## src/rtl/fractal_sync_pkg.sv

```systemverilog
// rtl/fractal_sync_pkg.sv - shared types for the fractal sync tree: barrier key, CAM entry, side encoding
package fractal_sync_pkg;

    localparam int unsigned AGGR_LVL_W = 3;
    localparam int unsigned AGGR_ID_W  = 4;

    typedef enum logic {
        SD_EST_NORTH  = 1'b0,
        SD_WEST_SOUTH = 1'b1
    } sd_e;

    typedef struct packed {
        logic [AGGR_LVL_W-1:0] level;
        logic [AGGR_ID_W-1:0]  id;
    } aggr_key_t;

    typedef struct packed {
        logic      valid;
        sd_e       side;
        aggr_key_t key;
    } cam_entry_t;

    function automatic sd_e sd_opposite(input sd_e s);
        return (s == SD_EST_NORTH) ? SD_WEST_SOUTH : SD_EST_NORTH;
    endfunction

endpackage

```

## src/rtl/fractal_sync_aggr_node_if.sv

```systemverilog
// rtl/fractal_sync_aggr_node_if.sv - request/response channels of one aggregation node
interface fractal_sync_aggr_node_if #(
    parameter int unsigned LVL_W = 3,
    parameter int unsigned ID_W  = 4
) ();
    logic             en_req_valid_i, en_req_ready_o;
    logic [LVL_W-1:0] en_req_level_i;
    logic [ID_W-1:0]  en_req_id_i;
    logic             ws_req_valid_i, ws_req_ready_o;
    logic [LVL_W-1:0] ws_req_level_i;
    logic [ID_W-1:0]  ws_req_id_i;
    logic             up_req_valid_o, up_req_ready_i;
    logic [LVL_W-1:0] up_req_level_o;
    logic [ID_W-1:0]  up_req_id_o;
    logic             up_rsp_valid_i, up_rsp_ready_o;
    logic [LVL_W-1:0] up_rsp_level_i;
    logic [ID_W-1:0]  up_rsp_id_i;
    logic             en_rsp_valid_o, en_rsp_ready_i;
    logic             ws_rsp_valid_o, ws_rsp_ready_i;
    logic [LVL_W-1:0] dn_rsp_level_o;
    logic [ID_W-1:0]  dn_rsp_id_o;

    modport slave (
        input  en_req_valid_i, en_req_level_i, en_req_id_i,
        output en_req_ready_o,
        input  ws_req_valid_i, ws_req_level_i, ws_req_id_i,
        output ws_req_ready_o,
        output up_req_valid_o, up_req_level_o, up_req_id_o,
        input  up_req_ready_i,
        input  up_rsp_valid_i, up_rsp_level_i, up_rsp_id_i,
        output up_rsp_ready_o,
        output en_rsp_valid_o, ws_rsp_valid_o, dn_rsp_level_o, dn_rsp_id_o,
        input  en_rsp_ready_i, ws_rsp_ready_i
    );

    modport master (
        output en_req_valid_i, en_req_level_i, en_req_id_i,
        input  en_req_ready_o,
        output ws_req_valid_i, ws_req_level_i, ws_req_id_i,
        input  ws_req_ready_o,
        input  up_req_valid_o, up_req_level_o, up_req_id_o,
        output up_req_ready_i,
        output up_rsp_valid_i, up_rsp_level_i, up_rsp_id_i,
        input  up_rsp_ready_o,
        input  en_rsp_valid_o, ws_rsp_valid_o, dn_rsp_level_o, dn_rsp_id_o,
        output en_rsp_ready_i, ws_rsp_ready_i
    );
endinterface

```

## src/rtl/fractal_sync_aggr_node_cam_rf.sv

```systemverilog
// rtl/fractal_sync_aggr_node_cam_rf.sv - CAM of half-arrived barriers; two lookup ports, lowest-free allocate
module fractal_sync_cam_rf
    import fractal_sync_pkg::*;
#(
    parameter int unsigned RF_DEPTH = 4,
    parameter int unsigned IDX_W    = (RF_DEPTH > 1) ? $clog2(RF_DEPTH) : 1
) (
    input  logic             clk_i,
    input  logic             rst_i,
    input  aggr_key_t        lk_key_i  [2],
    input  sd_e              lk_side_i [2],
    output logic [1:0]       lk_hit_o,
    output logic [1:0]       lk_dup_o,
    output logic [IDX_W-1:0] lk_idx_o  [2],
    input  logic             alloc_i,
    input  sd_e              alloc_side_i,
    input  aggr_key_t        alloc_key_i,
    input  logic             inv_i,
    input  logic [IDX_W-1:0] inv_idx_i,
    output logic             full_o
);
    cam_entry_t       ent_q [RF_DEPTH];
    cam_entry_t       ent_d [RF_DEPTH];
    logic [IDX_W-1:0] free_idx;
    logic             found_free;

    // hit = same key stored by the opposite side; dup = same key already stored by this side
    always_comb begin
        for (int p = 0; p < 2; p++) begin
            lk_hit_o[p] = 1'b0;
            lk_dup_o[p] = 1'b0;
            lk_idx_o[p] = '0;
            for (int i = 0; i < RF_DEPTH; i++) begin
                if (ent_q[i].valid && ent_q[i].key == lk_key_i[p]) begin
                    if (ent_q[i].side != lk_side_i[p]) begin
                        if (!lk_hit_o[p]) begin
                            lk_hit_o[p] = 1'b1;
                            lk_idx_o[p] = IDX_W'(i);
                        end
                    end else begin
                        lk_dup_o[p] = 1'b1;
                    end
                end
            end
        end
    end

    always_comb begin
        found_free = 1'b0;
        free_idx   = '0;
        for (int i = 0; i < RF_DEPTH; i++) begin
            if (!ent_q[i].valid && !found_free) begin
                found_free = 1'b1;
                free_idx   = IDX_W'(i);
            end
        end
    end

    assign full_o = !found_free;

    always_comb begin
        ent_d = ent_q;
        if (inv_i) ent_d[inv_idx_i].valid = 1'b0;
        if (alloc_i && found_free) begin
            ent_d[free_idx] = '{valid: 1'b1, side: alloc_side_i, key: alloc_key_i};
        end
    end

    always_ff @(posedge clk_i) begin
        if (rst_i) begin
            for (int i = 0; i < RF_DEPTH; i++) ent_q[i] <= '0;
        end else begin
            ent_q <= ent_d;
        end
    end
endmodule

```

## src/rtl/fractal_sync_aggr_node.sv

```systemverilog
// rtl/fractal_sync_aggr_node.sv - barrier aggregation node; FRACTAL_SYNC_AGGR_ERR_EN adds sticky err_o
module fractal_sync_aggr_node
    import fractal_sync_pkg::*;
#(
    parameter int unsigned NODE_LEVEL = 1,
    parameter int unsigned LVL_W      = AGGR_LVL_W,
    parameter int unsigned ID_W       = AGGR_ID_W,
    parameter int unsigned RF_DEPTH   = 4
) (
    input  logic clk_i,
    input  logic rst_i,
`ifdef FRACTAL_SYNC_AGGR_ERR_EN
    output logic err_o,
`endif
    fractal_sync_aggr_node_if.slave bus
);
    localparam int unsigned      IDX_W    = (RF_DEPTH > 1) ? $clog2(RF_DEPTH) : 1;
    localparam logic [LVL_W-1:0] NODE_LVL = LVL_W'(NODE_LEVEL);

    aggr_key_t        req_key  [2];
    sd_e              req_side [2];
    logic [1:0]       req_v, lk_hit, lk_dup, can_acc, want_up, want_dn, want_alloc;
    logic [IDX_W-1:0] lk_idx   [2];
    logic [IDX_W-1:0] inv_idx;
    logic             cam_full, cam_alloc, cam_inv;
    sd_e              alloc_side;
    aggr_key_t        alloc_key, ld_key, rsp_key;
    logic             en_rdy, ws_rdy, load_up, load_dn, sel_ws;
    logic             up_free, dn_free, par_take, pair_cand, pair_root, pair_ok;

    logic      up_vld_q, up_vld_d, dn_en_q, dn_en_d, dn_ws_q, dn_ws_d;
    aggr_key_t up_key_q, up_key_d, dn_key_q, dn_key_d;
    sd_e       rr_q, rr_d;

    assign req_key[0]  = '{level: bus.en_req_level_i, id: bus.en_req_id_i};
    assign req_key[1]  = '{level: bus.ws_req_level_i, id: bus.ws_req_id_i};
    assign req_side[0] = SD_EST_NORTH;
    assign req_side[1] = SD_WEST_SOUTH;
    assign req_v       = {bus.ws_req_valid_i, bus.en_req_valid_i};
    assign rsp_key     = '{level: bus.up_rsp_level_i, id: bus.up_rsp_id_i};

    fractal_sync_cam_rf #(.RF_DEPTH(RF_DEPTH), .IDX_W(IDX_W)) u_cam (
        .clk_i(clk_i), .rst_i(rst_i),
        .lk_key_i(req_key), .lk_side_i(req_side),
        .lk_hit_o(lk_hit), .lk_dup_o(lk_dup), .lk_idx_o(lk_idx),
        .alloc_i(cam_alloc), .alloc_side_i(alloc_side), .alloc_key_i(alloc_key),
        .inv_i(cam_inv), .inv_idx_i(inv_idx), .full_o(cam_full)
    );

    assign up_free   = !up_vld_q || bus.up_req_ready_i;
    assign dn_free   = !dn_en_q && !dn_ws_q;
    assign par_take  = bus.up_rsp_valid_i && dn_free;
    assign pair_cand = (&req_v) && (req_key[0] == req_key[1]) &&
                       (req_key[0].level >= NODE_LVL) && !(|{lk_hit, lk_dup});
    assign pair_root = (req_key[0].level == NODE_LVL);
    assign pair_ok   = pair_root ? (dn_free && !bus.up_rsp_valid_i) : up_free;

    // Whether each side could be accepted on the single path this cycle
    always_comb begin
        can_acc = '0; want_up = '0; want_dn = '0; want_alloc = '0;
        for (int s = 0; s < 2; s++) begin
            if (req_v[s]) begin
                if (req_key[s].level < NODE_LVL) begin
                    can_acc[s] = 1'b1;
                end else if (lk_hit[s]) begin
                    if (req_key[s].level == NODE_LVL) begin
                        if (dn_free && !bus.up_rsp_valid_i) begin
                            can_acc[s] = 1'b1;
                            want_dn[s] = 1'b1;
                        end
                    end else if (up_free) begin
                        can_acc[s] = 1'b1;
                        want_up[s] = 1'b1;
                    end
                end else if (lk_dup[s]) begin
                    can_acc[s] = 1'b1;
                end else if (!cam_full) begin
                    can_acc[s]    = 1'b1;
                    want_alloc[s] = 1'b1;
                end
            end
        end
    end

    // rr only arbitrates between sides that can progress, so a stalled side never blocks the other
    always_comb begin
        en_rdy = 1'b0; ws_rdy = 1'b0; load_up = 1'b0; load_dn = 1'b0; sel_ws = 1'b0;
        ld_key = req_key[0]; cam_alloc = 1'b0; cam_inv = 1'b0; inv_idx = lk_idx[0];
        alloc_side = SD_EST_NORTH; alloc_key = req_key[0]; rr_d = rr_q;
        if (pair_cand) begin
            if (pair_ok) begin
                en_rdy  = 1'b1;
                ws_rdy  = 1'b1;
                load_dn = pair_root;
                load_up = !pair_root;
            end
        end else if (|can_acc) begin
            sel_ws     = can_acc[1] && (!can_acc[0] || rr_q == SD_WEST_SOUTH);
            en_rdy     = !sel_ws;
            ws_rdy     = sel_ws;
            ld_key     = req_key[sel_ws];
            load_up    = want_up[sel_ws];
            load_dn    = want_dn[sel_ws];
            cam_inv    = want_up[sel_ws] || want_dn[sel_ws];
            inv_idx    = lk_idx[sel_ws];
            cam_alloc  = want_alloc[sel_ws];
            alloc_side = req_side[sel_ws];
            alloc_key  = req_key[sel_ws];
            rr_d       = sd_opposite(rr_q);
        end
    end

    always_comb begin
        up_vld_d = up_vld_q && !bus.up_req_ready_i;
        up_key_d = up_key_q;
        if (load_up) begin
            up_vld_d = 1'b1;
            up_key_d = ld_key;
        end
        dn_en_d  = dn_en_q && !bus.en_rsp_ready_i;
        dn_ws_d  = dn_ws_q && !bus.ws_rsp_ready_i;
        dn_key_d = dn_key_q;
        if (par_take) begin
            dn_en_d  = 1'b1;
            dn_ws_d  = 1'b1;
            dn_key_d = rsp_key;
        end else if (load_dn) begin
            dn_en_d  = 1'b1;
            dn_ws_d  = 1'b1;
            dn_key_d = ld_key;
        end
    end

    always_ff @(posedge clk_i) begin
        if (rst_i) begin
            up_vld_q <= 1'b0;
            up_key_q <= '0;
            dn_en_q  <= 1'b0;
            dn_ws_q  <= 1'b0;
            dn_key_q <= '0;
            rr_q     <= SD_EST_NORTH;
        end else begin
            up_vld_q <= up_vld_d;
            up_key_q <= up_key_d;
            dn_en_q  <= dn_en_d;
            dn_ws_q  <= dn_ws_d;
            dn_key_q <= dn_key_d;
            rr_q     <= rr_d;
        end
    end

`ifdef FRACTAL_SYNC_AGGR_ERR_EN
    logic err_q, err_d;
    logic [1:0] disc;
    always_comb begin
        disc = '0;
        for (int s = 0; s < 2; s++) begin
            disc[s] = req_v[s] && ((req_key[s].level < NODE_LVL) || (!lk_hit[s] && lk_dup[s]));
        end
        err_d = err_q || (disc[0] && en_rdy) || (disc[1] && ws_rdy);
    end
    always_ff @(posedge clk_i) begin
        if (rst_i) err_q <= 1'b0;
        else       err_q <= err_d;
    end
    assign err_o = err_q;
`endif

    assign bus.en_req_ready_o = en_rdy;
    assign bus.ws_req_ready_o = ws_rdy;
    assign bus.up_req_valid_o = up_vld_q;
    assign bus.up_req_level_o = LVL_W'(up_key_q.level);
    assign bus.up_req_id_o    = ID_W'(up_key_q.id);
    assign bus.up_rsp_ready_o = dn_free;
    assign bus.en_rsp_valid_o = dn_en_q;
    assign bus.ws_rsp_valid_o = dn_ws_q;
    assign bus.dn_rsp_level_o = LVL_W'(dn_key_q.level);
    assign bus.dn_rsp_id_o    = ID_W'(dn_key_q.id);
endmodule

```

## src/flat_wrapper.sv

```systemverilog
// flat-port wrapper written by rule: the top's interface ports become plain ports
module fractal_sync_aggr_node_flat import fractal_sync_pkg::*;
#(
    parameter int unsigned NODE_LEVEL = 1,
    parameter int unsigned LVL_W      = AGGR_LVL_W,
    parameter int unsigned ID_W       = AGGR_ID_W,
    parameter int unsigned RF_DEPTH   = 4
)
  (clk_i, rst_i, bus_en_req_valid_i, bus_en_req_level_i, bus_en_req_id_i, bus_en_req_ready_o, bus_ws_req_valid_i, bus_ws_req_level_i, bus_ws_req_id_i, bus_ws_req_ready_o, bus_up_req_valid_o, bus_up_req_level_o, bus_up_req_id_o, bus_up_req_ready_i, bus_up_rsp_valid_i, bus_up_rsp_level_i, bus_up_rsp_id_i, bus_up_rsp_ready_o, bus_en_rsp_valid_o, bus_ws_rsp_valid_o, bus_dn_rsp_level_o, bus_dn_rsp_id_o, bus_en_rsp_ready_i, bus_ws_rsp_ready_i);
  fractal_sync_aggr_node_if #(.LVL_W(LVL_W), .ID_W(ID_W)) bus_i ();
  input  logic clk_i;
  input  logic rst_i;
  input wire logic [$bits(bus_i.en_req_valid_i)-1:0] bus_en_req_valid_i;
  input wire logic [$bits(bus_i.en_req_level_i)-1:0] bus_en_req_level_i;
  input wire logic [$bits(bus_i.en_req_id_i)-1:0] bus_en_req_id_i;
  output wire logic [$bits(bus_i.en_req_ready_o)-1:0] bus_en_req_ready_o;
  input wire logic [$bits(bus_i.ws_req_valid_i)-1:0] bus_ws_req_valid_i;
  input wire logic [$bits(bus_i.ws_req_level_i)-1:0] bus_ws_req_level_i;
  input wire logic [$bits(bus_i.ws_req_id_i)-1:0] bus_ws_req_id_i;
  output wire logic [$bits(bus_i.ws_req_ready_o)-1:0] bus_ws_req_ready_o;
  output wire logic [$bits(bus_i.up_req_valid_o)-1:0] bus_up_req_valid_o;
  output wire logic [$bits(bus_i.up_req_level_o)-1:0] bus_up_req_level_o;
  output wire logic [$bits(bus_i.up_req_id_o)-1:0] bus_up_req_id_o;
  input wire logic [$bits(bus_i.up_req_ready_i)-1:0] bus_up_req_ready_i;
  input wire logic [$bits(bus_i.up_rsp_valid_i)-1:0] bus_up_rsp_valid_i;
  input wire logic [$bits(bus_i.up_rsp_level_i)-1:0] bus_up_rsp_level_i;
  input wire logic [$bits(bus_i.up_rsp_id_i)-1:0] bus_up_rsp_id_i;
  output wire logic [$bits(bus_i.up_rsp_ready_o)-1:0] bus_up_rsp_ready_o;
  output wire logic [$bits(bus_i.en_rsp_valid_o)-1:0] bus_en_rsp_valid_o;
  output wire logic [$bits(bus_i.ws_rsp_valid_o)-1:0] bus_ws_rsp_valid_o;
  output wire logic [$bits(bus_i.dn_rsp_level_o)-1:0] bus_dn_rsp_level_o;
  output wire logic [$bits(bus_i.dn_rsp_id_o)-1:0] bus_dn_rsp_id_o;
  input wire logic [$bits(bus_i.en_rsp_ready_i)-1:0] bus_en_rsp_ready_i;
  input wire logic [$bits(bus_i.ws_rsp_ready_i)-1:0] bus_ws_rsp_ready_i;
  assign bus_i.en_req_valid_i = bus_en_req_valid_i;
  assign bus_i.en_req_level_i = bus_en_req_level_i;
  assign bus_i.en_req_id_i = bus_en_req_id_i;
  assign bus_en_req_ready_o = bus_i.en_req_ready_o;
  assign bus_i.ws_req_valid_i = bus_ws_req_valid_i;
  assign bus_i.ws_req_level_i = bus_ws_req_level_i;
  assign bus_i.ws_req_id_i = bus_ws_req_id_i;
  assign bus_ws_req_ready_o = bus_i.ws_req_ready_o;
  assign bus_up_req_valid_o = bus_i.up_req_valid_o;
  assign bus_up_req_level_o = bus_i.up_req_level_o;
  assign bus_up_req_id_o = bus_i.up_req_id_o;
  assign bus_i.up_req_ready_i = bus_up_req_ready_i;
  assign bus_i.up_rsp_valid_i = bus_up_rsp_valid_i;
  assign bus_i.up_rsp_level_i = bus_up_rsp_level_i;
  assign bus_i.up_rsp_id_i = bus_up_rsp_id_i;
  assign bus_up_rsp_ready_o = bus_i.up_rsp_ready_o;
  assign bus_en_rsp_valid_o = bus_i.en_rsp_valid_o;
  assign bus_ws_rsp_valid_o = bus_i.ws_rsp_valid_o;
  assign bus_dn_rsp_level_o = bus_i.dn_rsp_level_o;
  assign bus_dn_rsp_id_o = bus_i.dn_rsp_id_o;
  assign bus_i.en_rsp_ready_i = bus_en_rsp_ready_i;
  assign bus_i.ws_rsp_ready_i = bus_ws_rsp_ready_i;
  fractal_sync_aggr_node #(.NODE_LEVEL(NODE_LEVEL), .LVL_W(LVL_W), .ID_W(ID_W), .RF_DEPTH(RF_DEPTH)) u_core (.clk_i(clk_i), .rst_i(rst_i), .bus(bus_i));
endmodule
```

## config.mk

```make
export PLATFORM = sky130hd
export DESIGN_NAME = fractal_sync_aggr_node_flat
export DESIGN_NICKNAME = d
export VERILOG_FILES = /design/src/rtl/fractal_sync_pkg.sv /design/src/rtl/fractal_sync_aggr_node_if.sv /design/src/rtl/fractal_sync_aggr_node_cam_rf.sv /design/src/rtl/fractal_sync_aggr_node.sv /design/src/flat_wrapper.sv
export SDC_FILE = /design/constraint.sdc
export NUM_CORES = 1
export LEC_CHECK = 0
export CORE_AREA = 2 2 123 65
export DETAILED_ROUTE_END_ITERATION = 10
export DIE_AREA = 0 0 125 67
export PLACE_DENSITY_LB_ADDON = 0.2
export SLEW_MARGIN = 20
export SYNTH_ARGS = -nofsm -noshare
export SYNTH_HDL_FRONTEND = slang
export SYNTH_SLANG_ARGS = --single-unit
```

## constraint.sdc

```tcl
create_clock -name clk_i -period 4.4 [get_ports clk_i]
set_input_delay 1.32 -clock clk_i [delete_from_list [all_inputs] [get_ports clk_i]]
set_output_delay 1.32 -clock clk_i [all_outputs]
set_load 0.03 [all_outputs]
```

# Word-level counts from Yosys, hierarchy flattened
# Index checks and enable logic that the tools add are counted.
# word_totals
register_bits	54
mem_count	0
elab_cells	241
latchBits	0
in_bits	29
ramBits	0
romBits	0
output_inout_bits	20
# op_classes
bitwise	4
magnitude_cmp	9
n_mux	145
multipliers	0
shifts	0
n_div	0
reduce_logical	48
eq_ne	11
addsub	0
# ops
op	count
two-way mux 1 bit	111
bitwise mux 36 bit	2
two-way mux 36 bit	2
== test 7 bit	9
two-way mux 7 bit	7
two-way mux 2 bit	19
demux 9 bit (select 2 bit)	2
logical AND 1 bit	24
two-way mux 9 bit	2
logical NOT 1 bit	16
less-than comparator 3 x 1 -> 1 bit, second input constant	4
== test 3 x 1 -> 1 bit, second input constant	2
greater-or-equal comparator 3 bit, second input constant	2
inverter 2 -> 3 bit	2
AND reduction 2 bit	2
OR reduction 4 bit	1
greater-or-equal comparator 3 x 1 -> 1 bit, second input constant	1
logical OR 1 bit	3
greater-or-equal comparator 2 bit, second input constant	1
less-than comparator 1 x 2 -> 1 bit, second input constant	1
inverter 1 -> 2 bit	1
nonzero test 2 bit	1
OR reduction 2 bit	1
inverter 1 bit	1

# Logic depth before layout (Yosys ltp)
# depth
depth_word	32
mapped_depth	12
depth_no_buf	9

# Cells and area by module
# Synthesis repeated with hierarchy kept, for this count alone.
# hier_totals
hier_cells	438
hier_area_um2	3523.4
# modules_own_cells
mod	cells_each	instances	area_each_um2	seq_area_each_um2
fractal_sync_cam_rf	286	1	2257.2	720.7
fractal_sync_aggr_node	152	1	1266.2	360.3

# Least setup slack after synthesis
# Ideal clock, no wire load.
# synth_path
path_type	in2out
from	input port bus_en_req_id_i[3]
to	output port bus_ws_req_ready_o
path_slack_ns	-0.604
t_required_ns	3.080
cell_stages	9
arrival_ns	3.684
n_path_buf	2
path_cell_list	buf_4 -> xnor2_1 -> nand4_2 -> nor2_1 -> or4_4 -> and4_4 -> or3_4 -> buf_6 -> o21ai_0
# synth_between
elab_chain_len	18
elab_cells_between_ends	38
classes_between	eq/ne: 5; mux: 20; reduce/logical: 13
# synth_rtl
element	line	text
start: declaration	flat_wrapper.sv:15	input wire logic [$bits(bus_i.en_req_id_i)-1:0] bus_en_req_id_i;
== test 7 bit	fractal_sync_aggr_node_cam_rf.sv:34	if (ent_q[i].valid && ent_q[i].key == lk_key_i[p]) begin
logical AND 1 bit	fractal_sync_aggr_node_cam_rf.sv:34	
two-way mux 1 bit	fractal_sync_aggr_node_cam_rf.sv:34	
two-way mux 1 bit	fractal_sync_aggr_node_cam_rf.sv:35	if (ent_q[i].side != lk_side_i[p]) begin
two-way mux 1 bit	fractal_sync_aggr_node_cam_rf.sv:34	
two-way mux 1 bit	fractal_sync_aggr_node_cam_rf.sv:35	
two-way mux 1 bit	fractal_sync_aggr_node_cam_rf.sv:34	
two-way mux 1 bit	fractal_sync_aggr_node_cam_rf.sv:35	
[2 not listed]	--	
two-way mux 1 bit	fractal_sync_aggr_node.sv:65	end else if (lk_hit[s]) begin
two-way mux 1 bit	fractal_sync_aggr_node.sv:63	if (req_key[s].level < NODE_LVL) begin
two-way mux 1 bit	fractal_sync_aggr_node.sv:62	if (req_v[s]) begin
logical NOT 1 bit	fractal_sync_aggr_node.sv:98	sel_ws = can_acc[1] && (!can_acc[0] || rr_q == SD_WEST_SOUTH);
logical OR 1 bit	fractal_sync_aggr_node.sv:98	
logical AND 1 bit	fractal_sync_aggr_node.sv:98	
two-way mux 1 bit	fractal_sync_aggr_node.sv:97	end else if (|can_acc) begin
two-way mux 1 bit *	fractal_sync_aggr_node.sv:90	if (pair_cand) begin
end: declaration	flat_wrapper.sv:20	output wire logic [$bits(bus_i.ws_req_ready_o)-1:0] bus_ws_req_ready_o;
# Mark *: on every way between the ends. The rest lies on a longest branch, timed or not.

# Final worst setup path
# layout_path
from	input port bus_en_req_level_i[2]
to	output port bus_en_req_ready_o
# layout_between
elab_chain_len	19
elab_cells_between_ends	45
classes_between	order compare: 2; eq/ne: 6; mux: 23; reduce/logical: 14
# layout_rtl
element	line	text
start: declaration	flat_wrapper.sv:14	input wire logic [$bits(bus_i.en_req_level_i)-1:0] bus_en_req_level_i;
== test 7 bit	fractal_sync_aggr_node_cam_rf.sv:34	
logical AND 1 bit	fractal_sync_aggr_node_cam_rf.sv:34	
two-way mux 1 bit	fractal_sync_aggr_node_cam_rf.sv:34	
two-way mux 1 bit	fractal_sync_aggr_node_cam_rf.sv:35	
two-way mux 1 bit	fractal_sync_aggr_node_cam_rf.sv:34	
two-way mux 1 bit	fractal_sync_aggr_node_cam_rf.sv:35	
two-way mux 1 bit	fractal_sync_aggr_node_cam_rf.sv:34	
two-way mux 1 bit	fractal_sync_aggr_node_cam_rf.sv:35	
[3 not listed]	--	
two-way mux 1 bit	fractal_sync_aggr_node.sv:63	
two-way mux 1 bit	fractal_sync_aggr_node.sv:62	
logical NOT 1 bit	fractal_sync_aggr_node.sv:98	
logical OR 1 bit	fractal_sync_aggr_node.sv:98	
logical AND 1 bit	fractal_sync_aggr_node.sv:98	
logical NOT 1 bit	fractal_sync_aggr_node.sv:99	en_rdy = !sel_ws;
two-way mux 1 bit	fractal_sync_aggr_node.sv:97	
two-way mux 1 bit *	fractal_sync_aggr_node.sv:90	
end: declaration	flat_wrapper.sv:16	output wire logic [$bits(bus_i.en_req_ready_o)-1:0] bus_en_req_ready_o;
# Marks and branches as above.

==> metrics <==
Internal around 940 uW; CP startpoint kind primary input; Sink Count 54; Core Footprint a little over 0.007 mm2; I/O pin cnt 49; Reg2Reg Setup Slack roughly 0.80 ns; layout cells sized above 1 between 30% and 40%; WP data arrival 3.32 ns; via count ~3400; I/O Buffers 48; leading cell types by count after synthesis 62 x xnor2_1, 54 x dfxtp_1, 33 x nand2b_1; post-DP HPWL 8.92 mm; largest area contributor in the netlist dfxtp_1; Reg2Reg Launch Point u_core.u_cam.ent_q[26]; GP Congestion roughly 0.97; CTS Buf Count 5; area grow syn2layout 40.1%; Worst-Margin Slew between 0.7 and 0.8 ns; Achievable Freq between 200 and 250 MHz; critical-path maximum fanout 5; Max H-tree Level 2; Switching Fraction just under 30%; top cells by area, synth dfxtp_1 30%, xnor2_1 15%, mux2i_1 8.7%; VDD IR max 0.168 mV; hold_sp u_core.bus.up_req_id_o[3]; Final period util 105%; antenna violations before repair 0; RSZ-0062 raised after global routing true; drt wl/cell about 20 um; max-capacitance violation count 0; ys flop type dfxtp_1; total power draw approximately 1.3 mW; Ant. Diodes 0; EDFF count, synth 0; final setup vio count 2; post-layout util 69.3%; Slew Limit Headroom between 40% and 50%; sequential area share after synthesis between 30% and 40%; crit end category primary output; DRC violations left 0; CTS root buf clkbuf_16; starting density of the core 49.5%; DP Cell Count 592; CTS tree yes; Global Route Usage Sum between 20 and 30%; Power Density 267 mW/mm2; Layout Nets ~540; Gate power share 24.1%; Post-Layout Cell Count just over 600; clock network fraction of total power 35.8%; R2R depth 10; Die Height between 60 and 70 um; pin count of the biggest net entering global routing 63; drt pass-1 iters 4; failing checks setup timing; Fillers between 500 and 600; row cnt 22; Hold Path End u_core.bus.up_req_id_o[3]; Detail Route Antenna Nets 0; Mapped Cells between 400 and 500; share of power burned in registers 40.1%; fin. max-slew vios 0; worst path required time roughly 3.1 ns; via/cell ratio 5.59; WL final 11.9 mm; Detailed Route Iter0 Violations 215; Post-Syn Nets approximately 430; vias in the first global route approximately 3500; top cell type's share of synthesized area between 30% and 40%; Reg-to-Reg End u_core.u_cam.ent_q[5]; chip width ~130 um; net switching power around 390 uW; gr ovfl total 0; fin crit period about 4.6 ns; status complete, but fails checks; hold crit path type reg -> reg; setup ws final -0.235 ns; Mean Syn Cell Area between 8 and 9 um2; Post-CTS Hold Buffers 0; die area around 0.0084 mm2; Hold Crit Depth 2; synthesized cell area between 0.003 and 0.004 mm2; clock-pin slew on the worst setup and hold paths 0.07 ns; WS Path Type in -> out; static leakage approximately 2.0 nW; WHS 0.479 ns; synth warn 0; clk_skew about 0.011 ns; ys async rst share 0%; clock buffer depth 2; Distinct cells, synth approximately 50; global-route wire length before repair ~19 mm; count leader, synth xnor2_1; synthesis-stage register bit count 54; Clk Latency, worst-skew pair ~0.30 ns; Final Hold Violating Endpoints 0
## registers in the layout, summed over array words and instances (netlist names)
signal                     count
u_core.u_cam.ent_q            36
u_core.bus.dn_rsp_level_o      3
u_core.bus.ws_rsp_valid_o      1
u_core.bus.up_req_level_o      3
u_core.bus.dn_rsp_id_o         4
u_core.bus.up_req_valid_o      1
u_core.bus.en_rsp_valid_o      1
u_core.rr_q                    1
u_core.bus.up_req_id_o         4
## logic make-up after synthesis
logic type / share of synthesized area (%)
XOR/XNOR: 15.5
flip-flops: 30.3
AO/OA/AOI/OAI: 7.50
buffers and inverters: 5.26
AND/OR/NAND/NOR: 25.8
multiplexers: 15.7
## through the flow
stage / setup slack [ns] / setup TNS (ns) / instance area (um2)
floorplan: -0.0886 / -0.144 / 3620
global placement: -0.759 / -27.29 / 4590
detailed placement: -0.795 / -28.67 / 4590
CTS: -0.312 / -0.592 / 4960
global route: -0.292 / -0.567 / 5000
finish: -0.235 / -0.461 / 5000
## power by group through the flow
| stage | registers (mW) | clock network (mW) | logic (mW) |
|---|---|---|---|
| after CTS | 0.534 | 0.483 | 0.316 |
| after detailed placement | 0.544 | 0 | 0.300 |
| after global placement | 0.543 | 0 | 0.294 |
| after global routing | 0.537 | 0.502 | 0.343 |
| after floorplan | 0.550 | 0 | 0.174 |
| final | 0.535 | 0.478 | 0.322 |
## final cells by class
type	instances	area (um2)	share of cell area, %
Multi-Input combinational cell	320	2550	51.0
Sequential cell	54	1080	21.6
Timing Repair Buffer	125	1060	21.2
Tap cell	96	120	2.40
Clock buffer	5	125	2.50
Inverter	4	15.0	0.300
Clock inverter	3	48.8	0.976
## how the worst max path moves through the flow
stage | cells after the start | from | endpoint
after floorplan | 9 | bus_en_req_level_i[2] | bus_ws_req_ready_o
after global placement | 10 | bus_ws_req_id_i[3] | bus_en_req_ready_o
after detailed placement | 10 | bus_ws_req_level_i[0] | bus_en_req_ready_o
after CTS | 12 | bus_en_req_level_i[2] | bus_en_req_ready_o
after global routing | 11 | bus_en_req_level_i[2] | bus_en_req_ready_o
final | 11 | bus_en_req_level_i[2] | bus_en_req_ready_o
## metal layers
metal,track usage [%],wire length (um),vias to the layer above
met2,47.4,5220,100
met3,6.83,953,17
met5,0,0,-
li1,-,-,1625
met4,8.47,169,0
met1,40.7,5570,1652
## critical path: stages
cell and delay (ns):
buf_12 0.11, buf_6 0.12, xnor2_4 0.11, nand4_1 0.14, o21ai_1 0.10, or4_4 0.55
and4_4 0.19, or3_4 0.36, nand3_2 0.09, nand2_2 0.06, buf_6 0.16
## placed cells by master (no fill, tap or decap), types with 4 or more instances in the layout
cell	n
clkbuf_2	6
nor2b_1	13
nand4_1	15
nand3_1	5
buf_2	4
nor3_1	8
xnor2_1	52
mux2_4	4
clkdlybuf4s50_1	32
buf_4	71
nand2b_1	33
mux2_2	8
mux2i_1	31
mux2_1	9
xnor2_2	9
dfxtp_1	54
nand2_1	16
o21ai_0	7
nor2_1	27
inv_1	4
clkbuf_16	5
a21oi_1	16
buf_6	7
## timing repair
item                                    CTS  global route
pin swaps                                22            12
setup buffers                             6             3
endpoints found under the setup margin   46            21
gates resized for setup                  70            28
Power figures use the tool's default switching activity.
